===== config.mk =====
export PLATFORM = sky130hd
export DESIGN_NAME = pwm_multichannel
export DESIGN_NICKNAME = d
export VERILOG_FILES = /design/src/rtl/pwm_pkg.sv /design/src/rtl/pwm_channel.sv /design/src/rtl/pwm_multichannel.sv
export SDC_FILE = /design/constraint.sdc
export NUM_CORES = 1
export LEC_CHECK = 0
export ABC_AREA = 1
export CORE_ASPECT_RATIO = 0.9
export CORE_MARGIN = 5
export CORE_UTILIZATION = 40
export CTS_CLUSTER_SIZE = 8
export DETAILED_ROUTE_END_ITERATION = 16
export SLEW_MARGIN = 30
export SYNTH_ARGS = -nofsm -noshare
export SYNTH_HDL_FRONTEND = slang
export SYNTH_SLANG_ARGS = --single-unit

===== constraint.sdc =====
create_clock -name clk -period 3.35 [get_ports clk]
set_input_delay 0.8375 -clock clk [delete_from_list [all_inputs] [get_ports clk]]
set_output_delay 0.8375 -clock clk [all_outputs]
set_load 0.03 [all_outputs]

===== src/rtl/pwm_pkg.sv =====
// Shared encodings and helpers for the multichannel PWM block.
package pwm_pkg;

    typedef enum logic {
        PWM_EDGE   = 1'b0,
        PWM_CENTER = 1'b1
    } pwm_mode_e;

    typedef enum logic {
        DIR_UP   = 1'b0,
        DIR_DOWN = 1'b1
    } pwm_dir_e;

    // Full-scale terminal count, giving the legacy 2^width-cycle period.
    function automatic int unsigned pwm_default_period(input int unsigned width);
        return (32'd1 << width) - 32'd1;
    endfunction

    // Channel-select width, never narrower than one bit.
    function automatic int pwm_sel_w(input int n);
        return (n > 1) ? $clog2(n) : 1;
    endfunction

endpackage


===== src/rtl/pwm_channel.sv =====
// One PWM channel: shadow/active duty pair, commit with write bypass, compare, output flop.
module pwm_channel #(
    parameter int WIDTH = 8
) (
    input  logic             clk,
    input  logic             rst,
    input  logic             en,
    input  logic             commit,
    input  logic             wr,
    input  logic [WIDTH-1:0] cnt,
    input  logic [WIDTH-1:0] wr_duty,
    output logic             pwm
);

    logic [WIDTH-1:0] duty_sh;
    logic [WIDTH-1:0] duty_act;

    always_ff @(posedge clk or posedge rst) begin
        if (rst) begin
            duty_sh  <= '0;
            duty_act <= '0;
            pwm      <= 1'b0;
        end else begin
            if (wr)
                duty_sh <= wr_duty;
            // A write landing on a commit edge goes straight to the active copy.
            if (commit)
                duty_act <= wr ? wr_duty : duty_sh;
            pwm <= en && (cnt < duty_act);
        end
    end

endmodule


===== src/rtl/pwm_multichannel.sv =====
// Shared edge/center-aligned counter with shadowed period/mode driving NUM_CH PWM channels.
module pwm_multichannel
    import pwm_pkg::*;
#(
    parameter int NUM_CH = 4,
    parameter int WIDTH  = 8
) (
    input  logic                         clk,
    input  logic                         rst,
    input  logic                         en,
    input  logic                         mode_in,
    input  logic [WIDTH-1:0]             period_in,
    input  logic                         wr_en,
    input  logic [pwm_sel_w(NUM_CH)-1:0] wr_ch,
    input  logic [WIDTH-1:0]             wr_duty,
    output logic [NUM_CH-1:0]            pwm_out,
    output logic                         period_end
);

    localparam logic [WIDTH-1:0] PER_RST = WIDTH'(pwm_default_period(WIDTH));

    logic [WIDTH-1:0] cnt;
    logic [WIDTH-1:0] cnt_nxt;
    logic [WIDTH-1:0] per_act;
    pwm_dir_e         dir;
    pwm_dir_e         dir_nxt;
    pwm_mode_e        mode_act;
    logic             center;
    logic             terminal;
    logic             commit;
    logic [NUM_CH-1:0] sel;

    // Center counting needs at least two steps up; shorter periods fall back to edge.
    always_comb begin
        center   = (mode_act == PWM_CENTER) && (per_act >= WIDTH'(2));
        terminal = center ? ((dir == DIR_DOWN) && (cnt == WIDTH'(1))) : (cnt == per_act);
        commit   = !en || terminal;
        cnt_nxt  = cnt + WIDTH'(1);
        dir_nxt  = dir;
        if (!en || terminal) begin
            cnt_nxt = '0;
            dir_nxt = DIR_UP;
        end else if (center && (dir == DIR_UP) && (cnt == per_act)) begin
            cnt_nxt = cnt - WIDTH'(1);
            dir_nxt = DIR_DOWN;
        end else if (dir == DIR_DOWN) begin
            cnt_nxt = cnt - WIDTH'(1);
        end
    end

    assign period_end = en && terminal;

    always_ff @(posedge clk or posedge rst) begin
        if (rst) begin
            cnt      <= '0;
            dir      <= DIR_UP;
            per_act  <= PER_RST;
            mode_act <= PWM_EDGE;
        end else begin
            cnt <= cnt_nxt;
            dir <= dir_nxt;
            if (commit) begin
                per_act  <= period_in;
                mode_act <= pwm_mode_e'(mode_in);
            end
        end
    end

    for (genvar i = 0; i < NUM_CH; i++) begin : g_ch
        // Out-of-range channel numbers match no instance and are dropped.
        assign sel[i] = wr_en && (int'(wr_ch) == i);

        pwm_channel #(
            .WIDTH(WIDTH)
        ) u_ch (
            .clk    (clk),
            .rst    (rst),
            .en     (en),
            .commit (commit),
            .wr     (sel[i]),
            .cnt    (cnt),
            .wr_duty(wr_duty),
            .pwm    (pwm_out[i])
        );
    end

endmodule


==> impl_results.md, run 1 <==
- Count of cell types in the netlist: 26
- RR Startpoint: cnt[1]
- First-pass GRT wire length: 19800 um
- Fraction of registers with async set/reset: 1.00
- Vias/cell: 4.97
- Die Width: 125 um
- Sequential cell area fraction in the yosys report: 0.450
- Most frequent cells after synthesis: nand2_1, dfrtp_1, inv_1, o21ai_0, nand4_1
- Setup crit end: period_end
- GP Congestion: 0.879
- Critical Path RT: 2.51 ns
- Synth Register Bits: 86
- Clk pin slew, worst setup/hold paths: 0.07 ns
- Pleak: 2.81 nW
- CTS buffer count: 9
- I/O Buffers: 27
- Comb pwr share: 0.198
- ANT cells: 0
- Clock share of power: 0.355
- Initial antenna violation count: 0
- Number of H-tree levels: 3
- Setup TNS: 0 ns
- Rows: 38
- Main area contributors after synthesis: dfrtp_1, nand2_1, ha_1, nand4_1, o21ai_0
- Period utilisation layout: 0.867
- Layout cells sized above 1: 0.0744
- Vias: 3935
- Yosys Warn Count: 0
- Sequential share of power: 0.447
- 1st-iter DRT viols: 326
- Vias in the first global route: 3894
- Worst Setup Path Type: register to output pin
- CTS tree: done
- Post-Syn Instances: 615
- Hold Vio Cnt, Final: 0
- Largest net degree at the start of global routing: 59
- Worst path arrival time: 2.07 ns
- WL final: 11300 um
- Drt drc: 0
- Internal power: 0.00202 W
- Endpoint of the worst register-to-register path: g_ch[1].u_ch.duty_act[6]
- Switching part of the total: 0.299
- Hold WS: 0.503 ns
- Die height: 114 um
- Clock latency on the worst-skew pair: 0.34 ns
- Total GRT Usage: 0.171
- Fmax: 344 MHz
- Syn_nets: 669
- Top FF cell, synth: dfrtp_1
- Worst hold-check path type: register to register
- Full die area: 14300 sq um
- Yosys top cell by area: dfrtp_1
- Total grt overflow: 0
- CP Launch Type: register
- Worst Setup End Kind: output pin
- R2r setup slk: 0.71 ns
- Slew HR: 0.578
- Core region area: 11900 sq um
- Pwr Density: 529 nW/um^2
- I/O pin count: 28
- Post-CTS Setup Bufs: 0
- Sink Count: 86
- Routed Antenna Nets: 0
- R2R depth: 9
- Final HPWL DP: 7800 um
- Status: completed
- P&R area growth vs syn: 13.3%
- Worst slew pin tran: 0.631 ns
- # hold bufs at CTS: 0
- Final Critical Period: 2.91 ns
- Clock skew: 0.0146 ns
- Max Slew Vio Count: 0
- Avg Synthesized Cell Area: 7.80 sq um
- Max IR drop VDD: 0.275 mV
- Net Switching: 0.000860 W
- Post-CTS sizing: 0
- Initial DRT Pass Iterations: 5
- Maxcap violations: 0
- Unrepaired setup endpoints after global routing: no
- Fin nets: 681
- Synth top area share: 0.407
- Number of synthesized flops with an enable pin: 0
- Initial cell density of the core: 0.404
- Crit Path Max Fanout: 10
- Root buffer cell: clkbuf_16
- Most numerous cell in the Yosys netlist: nand2_1
- DR WL/cell: 14.3 um
- Clock Path Buffers: 2
- Mapped cell area: 4800 sq um
- Worst Setup SP: cnt[1]
- Final setup viols: 0
-- critical path, stage by stage, from the launching register on --
cell and delay [ns]:
dfrtp_1 0.55, inv_1 0.25, ha_1 0.18, nand2_1 0.06, nor3_2 0.18, nand2_2 0.07, a21oi_1 0.23, buf_4 0.20
-- metrics by stage --
step | total power (W) | instances | cell area (sq um) | setup slack, ns | utilization
after floorplan | 0.00171 | 615 | 4800 | 0.304 | -
final | 0.00288 | 792 | 5440 | 0.444 | 0.457
after global placement | 0.00186 | 776 | 5130 | 0.628 | 0.432
after global routing | 0.00307 | 792 | 5440 | 0.262 | 0.457
after detailed placement | 0.00188 | 776 | 5130 | 0.606 | 0.432
after CTS | 0.00292 | 792 | 5440 | 0.416 | 0.457
-- layer usage --
layer / part of all wire / vias up / global-route usage
met4: 0.016 / 0 / 0.0556
met3: 0.048 / 16 / 0.0375
li1: - / 2019 / -
met1: 0.48 / 1805 / 0.238
met5: 0 / - / 0
met2: 0.45 / 95 / 0.267
-- final cells by class --
| class | instances | area [sq um] |
|---|---|---|
| Timing Repair Buffer | 31 | 310 |
| Fill cell | 1221 | 6450 |
| Sequential cell | 86 | 2160 |
| Inverter | 64 | 241 |
| Clock inverter | 6 | 66.3 |
| Tap cell | 160 | 200 |
| Clock buffer | 10 | 239 |
| Multi-Input combinational cell | 435 | 2220 |
-- worst min path at each step --
stage	depth (start not counted)	startpoint	slack (ns)	to
final	2	g_ch[0].u_ch.duty_sh[0]	0.50	g_ch[0].u_ch.duty_sh[0]
after floorplan	2	g_ch[0].u_ch.duty_sh[0]	0.46	g_ch[0].u_ch.duty_sh[0]
after detailed placement	2	g_ch[2].u_ch.duty_sh[6]	0.49	g_ch[2].u_ch.duty_sh[6]
after global routing	2	per_act[2]	0.51	per_act[2]
after global placement	2	g_ch[2].u_ch.duty_sh[2]	0.49	g_ch[2].u_ch.duty_sh[2]
after CTS	2	per_act[2]	0.51	per_act[2]
-- cell families (layout without fill, tap and decap cells) --
logic type / count (synthesis) / count (layout) / share of synthesized area
AO/OA/AOI/OAI: 67 / 67 / 0.0727
XOR/XNOR: 4 / 4 / 0.00730
adder cells (fa/ha/maj): 31 / 31 / 0.0808
buffers and inverters: 94 / 111 / 0.0873
flip-flops: 86 / 86 / 0.450
AND/OR/NAND/NOR: 333 / 333 / 0.301
-- flip-flops by register name (all words and copies together) (netlist names) --
signal              count
dir                     1
g_ch.u_ch.pwm           4
g_ch.u_ch.duty_act     32
mode_act                1
g_ch.u_ch.duty_sh      32
cnt                     8
per_act                 8
-- power groups by stage --
stage               registers (W)  clock network [W]  logic, W
global placement          0.00130                  0  0.000558
floorplan                 0.00127                  0  0.000437
finish                    0.00129            0.00102  0.000568
CTS                       0.00129            0.00105  0.000578
detailed placement        0.00130                  0  0.000575
global route              0.00130            0.00110  0.000673
-- cells in the final DEF (no fill, tap or decap), types with 2 or more instances in the layout --
cell | synthesis | layout
nand3_1 | 21 | 21
dfrtp_1 | 78 | 78
clkbuf_16 | 0 | 9
nand2_1 | 226 | 226
a211oi_1 | 4 | 4
nand2_2 | 2 | 2
inv_6 | 0 | 2
o21ai_0 | 45 | 45
nor2_2 | 2 | 2
inv_2 | 8 | 8
xor2_1 | 3 | 3
clkinv_2 | 0 | 3
nand3_4 | 2 | 2
nand4_1 | 43 | 43
nand3b_1 | 3 | 3
buf_4 | 6 | 4
inv_1 | 56 | 55
a21oi_1 | 17 | 17
nor2_1 | 32 | 32
clkdlybuf4s50_1 | 0 | 26
dfstp_2 | 8 | 8
ha_1 | 31 | 31
No activity file was read; power rests on OpenSTA's default activity.
==> run 2, diff against run 1 <==
--- a/config.mk
+++ b/config.mk
@@ -11,6 +11,7 @@
 export CORE_UTILIZATION = 40
 export CTS_CLUSTER_SIZE = 8
 export DETAILED_ROUTE_END_ITERATION = 16
+export SKIP_LAST_GASP = 1
 export SLEW_MARGIN = 30
 export SYNTH_ARGS = -nofsm -noshare
 export SYNTH_HDL_FRONTEND = slang
==> results of run 2 <==
No change in the layout: final DEF, timing and power equal those of run 1.
